## config.mk

```make
export PLATFORM = sky130hd
export DESIGN_NAME = store_sink_flat
export DESIGN_NICKNAME = d
export VERILOG_FILES = /design/src/rtl/store_sink_if.sv /design/src/rtl/store_sink.sv /design/src/flat_wrapper.sv
export SDC_FILE = /design/constraint.sdc
export NUM_CORES = 1
export LEC_CHECK = 0
export ABC_AREA = 1
export ABC_CLOCK_PERIOD_IN_PS = 4810
export BUFFER_PORTS_ARGS = -buffer_cell sky130_fd_sc_hd__buf_2
export CORE_MARGIN = 2
export CORE_UTILIZATION = 53
export CTS_CLUSTER_SIZE = 12
export DETAILED_ROUTE_END_ITERATION = 12
export PLACE_DENSITY = 0.7
export SETUP_SLACK_MARGIN = 0.05
export SKIP_LAST_GASP = 1
export SYNTH_ARGS = -nofsm -noshare
export SYNTH_HDL_FRONTEND = slang
export SYNTH_SLANG_ARGS = --single-unit
```

## constraint.sdc

```tcl
create_clock -name clk -period 4.81 [get_ports clk]
set_input_delay 0.962 -clock clk [delete_from_list [all_inputs] [get_ports clk]]
set_output_delay 0.962 -clock clk [all_outputs]
set_load 0.02 [all_outputs]
```

## src/rtl/store_sink_if.sv

```systemverilog
// Store-bus and drain-stream bundle for store_sink.
// The core/host side uses the master modport. store_sink uses the slave modport.
interface store_sink_if;
  logic        MemWrite;
  logic [31:0] DataAddress;
  logic [31:0] WriteData;
  logic        out_valid;
  logic        out_ready;
  logic [31:0] out_addr;
  logic [31:0] out_data;
  logic        done;
  logic        pass;
  logic        overflow;
  logic [15:0] store_count;

  modport master (
    output MemWrite, DataAddress, WriteData, out_ready,
    input  out_valid, out_addr, out_data, done, pass, overflow, store_count
  );

  modport slave (
    input  MemWrite, DataAddress, WriteData, out_ready,
    output out_valid, out_addr, out_data, done, pass, overflow, store_count
  );
endinterface

```

## src/rtl/store_sink.sv

```systemverilog
// Captures every core store into a small FIFO drained over valid/ready.
// It also tracks the first tohost store as sticky done/pass flags.
module store_sink #(
  parameter int unsigned DEPTH       = 8,
  parameter logic [31:0] TOHOST_ADDR = 32'd100,
  parameter logic [31:0] PASS_VALUE  = 32'd102400
) (
  input logic         clk,
  input logic         reset,
  store_sink_if.slave bus
);

  localparam int unsigned AW = (DEPTH > 1) ? $clog2(DEPTH) : 1;

  typedef enum logic [0:0] {StWait, StDone} host_st_e;

  logic [AW:0]  wr_ptr_q, rd_ptr_q;
  logic [31:0]  addr_mem [DEPTH];
  logic [31:0]  data_mem [DEPTH];
  logic         empty, full, push, pop;
  logic         overflow_q, done_q, pass_q;
  logic [15:0]  store_count_q;
  host_st_e     host_st_q;

  assign empty = (wr_ptr_q == rd_ptr_q);
  assign full  = (wr_ptr_q[AW] != rd_ptr_q[AW]) && (wr_ptr_q[AW-1:0] == rd_ptr_q[AW-1:0]);
  assign pop   = !empty && bus.out_ready;
  // A pop in the same cycle frees a slot, so a full FIFO still accepts the store.
  assign push  = bus.MemWrite && (!full || pop);

  always_ff @(posedge clk or negedge reset) begin
    if (!reset) begin
      wr_ptr_q      <= '0;
      rd_ptr_q      <= '0;
      overflow_q    <= 1'b0;
      store_count_q <= '0;
    end else begin
      if (push) wr_ptr_q <= wr_ptr_q + 1'b1;
      if (pop)  rd_ptr_q <= rd_ptr_q + 1'b1;
      if (bus.MemWrite && !push) overflow_q <= 1'b1;
      if (bus.MemWrite && (store_count_q != 16'hFFFF)) store_count_q <= store_count_q + 16'd1;
    end
  end

  // Storage needs no reset; the pointers alone define which entries are live.
  always_ff @(posedge clk) begin
    if (push) begin
      addr_mem[wr_ptr_q[AW-1:0]] <= bus.DataAddress;
      data_mem[wr_ptr_q[AW-1:0]] <= bus.WriteData;
    end
  end

  always_ff @(posedge clk or negedge reset) begin
    if (!reset) begin
      host_st_q <= StWait;
      done_q    <= 1'b0;
      pass_q    <= 1'b0;
    end else begin
      case (host_st_q)
        StWait: begin
          if (bus.MemWrite && (bus.DataAddress == TOHOST_ADDR)) begin
            host_st_q <= StDone;
            done_q    <= 1'b1;
            pass_q    <= (bus.WriteData == PASS_VALUE);
          end
        end
        StDone:  host_st_q <= StDone;
        default: host_st_q <= StWait;
      endcase
    end
  end

  // The head is forced to zero when empty, so out_addr and out_data read as zero after reset.
  assign bus.out_valid   = !empty;
  assign bus.out_addr    = empty ? 32'd0 : addr_mem[rd_ptr_q[AW-1:0]];
  assign bus.out_data    = empty ? 32'd0 : data_mem[rd_ptr_q[AW-1:0]];
  assign bus.done        = done_q;
  assign bus.pass        = pass_q;
  assign bus.overflow    = overflow_q;
  assign bus.store_count = store_count_q;

endmodule

```

## src/flat_wrapper.sv

```systemverilog
// flat-port wrapper written by rule: the top's interface ports become plain ports
module store_sink_flat 
#(
  parameter int unsigned DEPTH       = 8,
  parameter logic [31:0] TOHOST_ADDR = 32'd100,
  parameter logic [31:0] PASS_VALUE  = 32'd102400
)
  (clk, reset, bus_MemWrite, bus_DataAddress, bus_WriteData, bus_out_ready, bus_out_valid, bus_out_addr, bus_out_data, bus_done, bus_pass, bus_overflow, bus_store_count);
  store_sink_if bus_i ();
  input logic clk;
  input logic reset;
  input wire logic [$bits(bus_i.MemWrite)-1:0] bus_MemWrite;
  input wire logic [$bits(bus_i.DataAddress)-1:0] bus_DataAddress;
  input wire logic [$bits(bus_i.WriteData)-1:0] bus_WriteData;
  input wire logic [$bits(bus_i.out_ready)-1:0] bus_out_ready;
  output wire logic [$bits(bus_i.out_valid)-1:0] bus_out_valid;
  output wire logic [$bits(bus_i.out_addr)-1:0] bus_out_addr;
  output wire logic [$bits(bus_i.out_data)-1:0] bus_out_data;
  output wire logic [$bits(bus_i.done)-1:0] bus_done;
  output wire logic [$bits(bus_i.pass)-1:0] bus_pass;
  output wire logic [$bits(bus_i.overflow)-1:0] bus_overflow;
  output wire logic [$bits(bus_i.store_count)-1:0] bus_store_count;
  assign bus_i.MemWrite = bus_MemWrite;
  assign bus_i.DataAddress = bus_DataAddress;
  assign bus_i.WriteData = bus_WriteData;
  assign bus_i.out_ready = bus_out_ready;
  assign bus_out_valid = bus_i.out_valid;
  assign bus_out_addr = bus_i.out_addr;
  assign bus_out_data = bus_i.out_data;
  assign bus_done = bus_i.done;
  assign bus_pass = bus_i.pass;
  assign bus_overflow = bus_i.overflow;
  assign bus_store_count = bus_i.store_count;
  store_sink #(.DEPTH(DEPTH), .TOHOST_ADDR(TOHOST_ADDR), .PASS_VALUE(PASS_VALUE)) u_core (.clk(clk), .reset(reset), .bus(bus_i));
endmodule
```

==> results.sh, run 1 <==
export IMPL_accumulated_negative_setup_slack_ns=0
export IMPL_fmaxAchievable_mhz=229
export IMPL_maxUsedRoutingLayer="met4"
export IMPL_root_buffer="clkbuf_16"
export IMPL_asyncSetResetFlopFracSynth_pct=5.19
export IMPL_mappedNetlistNets=1882
export IMPL_final_area_sq_mm=0.0247
export IMPL_place_gp_congestion=0.800
export IMPL_synth_top_cells_by_area="edfxtp_1 (70%), nor2_1 (8.9%), o21ai_0 (5.4%)"
export IMPL_dpl_instance_area_sq_mm=0.0232
export IMPL_yosysUniqueCellTypes=31
export IMPL_pwr_density_cell_mw_per_mm2=639
export IMPL_outcome="finished, final reports clean"
export IMPL_route_final_wire_length_um=50200
export IMPL_grtUsageTotal_pct=23.0
export IMPL_die_height_um=207
export IMPL_postSynthRegisterBits=540
export IMPL_detail_route_first_pass_iterations=5
export IMPL_dpl_worst_slack_ns=1.01
export IMPL_postSynthAreaPerCell_sq_um=12.1
export IMPL_finalHoldViolations=0
export IMPL_vias_in_the_first_global_route=13700
export IMPL_clock_tree_from_tritoncts="done"
export IMPL_post_route_min_period_ns=4.36
export IMPL_setup_viol=0
export IMPL_power_ir_vdd_worst_mv=0.533
export IMPL_layout_area_overhead_vs_synth_pct=12.6
export IMPL_synth_top_cells_by_count="nor2_1 (520), edfxtp_1 (512), o21ai_0 (235)"
export IMPL_cts_reportedPaths_clkPinSlew_ns=0.06
export IMPL_clock_tree_htree_level_count=2
export IMPL_fin_ws_ns=0.452
export IMPL_switching_share_pct=38.7
export IMPL_worst_r2r_path_depth=7
export IMPL_holdBufCountCts=0
export IMPL_grt_max_degree=260
export IMPL_seqPwrFrac_pct=38.8
export IMPL_leakage_nw=8.75
export IMPL_p_clk_share_pct=23.8
export IMPL_start_util_pct=53.7
export IMPL_postCtsSetupBuffers=0
export IMPL_critPathMaxFanout=62
export IMPL_dr_first_iter_drc_count=1114
export IMPL_vias=14200
export IMPL_cts_resized_gates=0
export IMPL_clock_sink_count=540
export IMPL_min_delay_path_class="in -> async"
export IMPL_synth_largest_area_cell="edfxtp_1"
export IMPL_place_detailed_hpwl_um=26300
export IMPL_synthesis_yosys_warnings=0
export IMPL_path_class="reg -> out"
export IMPL_netSwitchingPower_mw=6.12
export IMPL_critPathRequiredTime_ns=3.85
export IMPL_met3WireLength_um=3120
export IMPL_routed_wl_met2_um=24100
export IMPL_intPower_mw=9.68
export IMPL_fin_nets=2000
export IMPL_die_area_sq_mm=0.0430
export IMPL_antenna_left=0
export IMPL_max_cap_violations=0
export IMPL_port_buffer_count=151
export IMPL_fin_worst_skew_ns=0.0235
export IMPL_grt_setup_unrepaired="no"
export IMPL_worst_pin_slew_ns=1.13
export IMPL_postSynth_topFlopCell="edfxtp_1"
export IMPL_grt_overflow=0
export IMPL_tritoncts_num_buffers=53
export IMPL_post_detailed_route_via_to_cell_ratio=5.68
export IMPL_layout_cell_share_with_drive_strength_beyond_1_pct=13.1
export IMPL_timing_max_slew_rel_slack_pct=24.7
export IMPL_synth_edff_count=512
export IMPL_final_slew_violations=0
export IMPL_floorplan_rows=74
export IMPL_hold_worst_slack_ns=0.456
export IMPL_syn_inst=1811
export IMPL_cts_buffer_depth=3
export IMPL_worstPathArrival_ns=3.40
export IMPL_power_combinational_fraction_pct=37.4
export IMPL_synth_seq_area_share_pct=73.3
export IMPL_grt_pass1_wl_um=77800
export IMPL_core_area_sq_mm=0.0408
export IMPL_startpoint_type="flop"
export IMPL_floorplan_io_pins=152
export IMPL_antenna_found_initial=2
export IMPL_timing_critical_path_to_type="output port"
export IMPL_clk_latency_ns=0.58
export IMPL_route_layer_met1_wl_um=21900
export IMPL_total_power_mw=15.8
export IMPL_post_synth_instance_area_sq_mm=0.0219
export IMPL_synth_most_common_cell="nor2_1"
export IMPL_die_w_um=207
export IMPL_finalCritPeriodShare_pct=90.6
export IMPL_synth_top_cell_area_share_pct=70.1
export IMPL_final_routed_drc_violation_total=0
export IMPL_routedWlPerCell_um=20.1
## through the flow
stage,util [%],std cells
6_report,60.5,2499
5_1_grt,60.5,2498
4_1_cts,60.5,2496
3_5_place_dp,56.7,2406
3_3_place_gp,56.7,2406
2_1_floorplan,-,1811
## power groups by stage
stage	Clock (mW)	Combinational, mW	Sequential, mW
floorplan	0	4.12	6.17
global placement	0	5.87	6.19
detailed placement	0	5.95	6.22
CTS	3.82	5.98	6.12
global route	4.01	6.54	6.17
finish	3.76	5.91	6.12
## cell type report
class | count | area (sq um)
flip-flops and latches | 540 | 16100
clock inverters | 5 | 28.8
fillers | 3219 | 16100
clock buffers | 85 | 1510
well taps | 532 | 666
inverters | 24 | 96.3
multi-input cells | 1135 | 5270
repair buffers | 175 | 1050
diodes | 3 | 7.51
## per-layer routing
metal / track usage, % / vias up
met5: 0 / -
met4: 6.95 / 0
met3: 3.59 / 77
met2: 37.0 / 479
met1: 32.6 / 6953
li1: - / 6682
## path summary, 6_finish.rpt
path | from | endpoint | slack, ns
max reg2reg | u_core.rd_ptr_q[1] | u_core.addr_mem[6][13] | 1.67
min in group clk | u_core.bus.pass | u_core.bus.pass | 0.47
min | reset | u_core.bus.store_count[15] | 0.46
max in group asynchronous | reset | u_core.rd_ptr_q[0] | 3.78
min reg2reg | u_core.bus.pass | u_core.bus.pass | 0.47
max | u_core.rd_ptr_q[1] | bus_out_data[6] | 0.45
## flip-flops by register name, indices dropped and copies added, names as in the netlist
signal,cells
u_core.addr_mem,256
u_core.bus.done,1
u_core.bus.overflow,1
u_core.bus.pass,1
u_core.bus.store_count,16
u_core.data_mem,256
u_core.host_st_q,1
u_core.rd_ptr_q,4
u_core.wr_ptr_q,4
## layout by cell type, fill, tap and decap left out, types with 7 or more instances in the layout
cell type,count
clkbuf_1,28
o22ai_1,64
nand2_1,167
buf_12,9
o21ai_0,235
dfrtp_1,25
buf_4,15
xor2_1,7
nor2_4,8
o21ai_1,29
o211ai_1,64
buf_2,151
nor2_1,513
nand3_1,21
inv_1,21
edfxtp_1,512
clkbuf_16,55
xnor2_1,10
## logic make-up after synthesis
family                   synth area share, %
AO/OA/AOI/OAI                           10.1
XOR/XNOR                               0.753
AND/OR/NAND/NOR                         12.7
flip-flops                              73.3
buffers and inverters                   2.98
adder cells (fa/ha/maj)                0.171
## critical path, stage by stage (launching register included)
cell and delay [ns]:
dfrtp_4 0.85, inv_2 0.07, nand2_1 0.08, nand2_1 0.08
nor2_4 0.15, nand3_4 0.79, buf_4 0.50, nand2_1 0.08
nor2_1 0.04, buf_2 0.15
Power figures use the tool's default switching activity.
==> inputs of run 2 (changes only) <==
--- a/config.mk
+++ b/config.mk
@@ -12,6 +12,7 @@
 export CORE_UTILIZATION = 53
 export CTS_CLUSTER_SIZE = 12
 export DETAILED_ROUTE_END_ITERATION = 12
+export GPL_TIMING_DRIVEN = 0
 export PLACE_DENSITY = 0.7
 export SETUP_SLACK_MARGIN = 0.05
 export SKIP_LAST_GASP = 1
==> run 2 against run 1 <==
Maximum frequency grew 11%. Sequential power shrank 2%. Register-to-register slack gained 0.04 ns. Clock power grew 5%.
==> results.sh, run 2 (synthesis results as in run 1) <==
export IMPL_outcome="finished, final reports clean"
export IMPL_root_buffer="clkbuf_16"
export IMPL_finalHoldViolations=0
export IMPL_die_w_um=207
export IMPL_vias_in_the_first_global_route=14600
export IMPL_critPathBufInv=5
export IMPL_die_height_um=207
export IMPL_post_detailed_route_via_to_cell_ratio=5.72
export IMPL_layout_cell_share_with_drive_strength_beyond_1_pct=14.5
export IMPL_fin_worst_skew_ns=0.0152
export IMPL_total_power_mw=16.7
export IMPL_grt_pass1_wl_um=84700
export IMPL_finalCritPeriodShare_pct=81.3
export IMPL_path_class="reg -> out"
export IMPL_accumulated_negative_setup_slack_ns=0
export IMPL_worst_pin_slew_ns=0.841
export IMPL_largest_stage_delay_on_the_critical_path_ns=0.45
export IMPL_fin_nets=2106
export IMPL_leakage_nw=9.11
export IMPL_final_slew_violations=0
export IMPL_fmaxAchievable_mhz=256
export IMPL_place_detailed_hpwl_um=35500
export IMPL_grt_setup_unrepaired="no"
export IMPL_routedWlPerCell_um=21.3
export IMPL_worst_path_most_repeated_cell="buf_2"
export IMPL_antenna_found_initial=1
export IMPL_pwr_density_cell_mw_per_mm2=655
export IMPL_clock_tree_htree_level_count=2
export IMPL_worstPathArrival_ns=2.95
export IMPL_detail_route_first_pass_iterations=5
export IMPL_post_route_min_period_ns=3.91
export IMPL_grt_overflow=0
export IMPL_nFillCells=3112
export IMPL_timing_max_slew_rel_slack_pct=44.0
export IMPL_cts_buffer_depth=3
export IMPL_holdBufCountCts=0
export IMPL_vias=14900
export IMPL_start_util_pct=53.7
export IMPL_grt_max_degree=38
export IMPL_cts_reportedPaths_clkPinSlew_ns=0.06
export IMPL_floorplan_rows=74
export IMPL_final_routed_drc_violation_total=0
export IMPL_layout_area_overhead_vs_synth_pct=16.1
export IMPL_dr_first_iter_drc_count=1599
export IMPL_place_gp_congestion=0.813
export IMPL_setup_viol=0
export IMPL_power_ir_vdd_worst_mv=0.415
export IMPL_tritoncts_num_buffers=54
export IMPL_route_final_wire_length_um=55600
export IMPL_clk_latency_ns=0.60
export IMPL_grtUsageTotal_pct=25.5
export IMPL_critPathRequiredTime_ns=3.85
export IMPL_postCtsSetupBuffers=0
export IMPL_max_cap_violations=0
export IMPL_critPathTopFamily="buffers and inverters"
export IMPL_core_area_sq_mm=0.0408
export IMPL_final_common_cell="nor2_1"
export IMPL_floorplan_io_pins=152
export IMPL_antenna_left=0
export IMPL_layout_common_cells="nor2_1 (513), edfxtp_1 (512), o21ai_0 (235), buf_2 (177), nand2_1 (167)"
export IMPL_timing_critical_path_to_type="output port"
export IMPL_clock_sink_count=540
export IMPL_hold_worst_slack_ns=0.400
export IMPL_startpoint_type="flop"
export IMPL_min_delay_path_class="in -> async"
export IMPL_crit_path_cell_trace="buf_2 > inv_1 > buf_2 > clkbuf_1 > o21ai_0 > o22ai_1 > nor2_1 > nor2_1 > buf_2"
export IMPL_port_buffer_count=150
export IMPL_clock_tree_from_tritoncts="done"
export IMPL_critPathMaxFanout=10
export IMPL_cts_resized_gates=0
export IMPL_die_area_sq_mm=0.0430
export IMPL_crit_slowest_cell="clkbuf_1"
==> run 2: changes by cell type in the layout (fill, tap and decap cells not counted), sizes merged <==
cell | before | now
diode | 3 | 1
buf | 175 | 224
clkinv | 4 | 10
clkbuf | 85 | 141
bufinv | 0 | 1
clkinvlp | 1 | 0
==> run 2: final cells by class <==
type	instances	area (sq um)	area share [%]
antenna	1	2.50	0.00983
buffer	112	563	2.21
clock buffer	85	1560	6.13
clock inverter	11	70.1	0.275
inverter	24	92.6	0.364
multi-input combinational	1135	5260	20.7
sequential	540	16100	63.1
tap	532	666	2.61
timing repair buffer	168	1170	4.60
==> run 2: through the flow <==
stage                     util, %  area (sq um)  worst slack [ns]  cells
after floorplan                 -         21900             0.196   1811
after global placement       57.2         23400             -2.75   2493
after detailed placement     58.4         23800              1.26   2511
after CTS                    62.4         25500             0.910   2607
after global routing         62.4         25500             0.826   2608
final                        62.4         25500             0.901   2608
==> run 2: metal layers <==
layer / share of wire, % / track usage, %
met5: 0 / 0
met3: 8.0 / 3.87
met4: 2.8 / 9.66
met2: 49 / 41.6
met1: 41 / 35.1
==> run 2: where the power goes <==
group | internal (mW) | leakage, nW | switching, mW
Combinational | 1.99 | 3.32 | 4.75
Clock | 2.26 | 0.788 | 1.67
Sequential | 5.83 | 5.00 | 0.193
Total | 10.1 | 9.11 | 6.61
==> run 2: path summary, 6_finish.rpt <==
kind	cells past startpoint	endpoint	slack, ns	from
min in group clk	2	u_core.bus.done	0.48	u_core.bus.done
worst min-delay path	1	u_core.bus.store_count[8]	0.40	reset
max in group asynchronous	1	u_core.rd_ptr_q[2]	3.93	reset
worst max register to register	10	u_core.data_mem[0][8]	1.71	u_core.rd_ptr_q[0]
worst max-delay path	9	bus_out_data[22]	0.90	u_core.rd_ptr_q[1]
worst min register to register	2	u_core.bus.done	0.48	u_core.bus.done
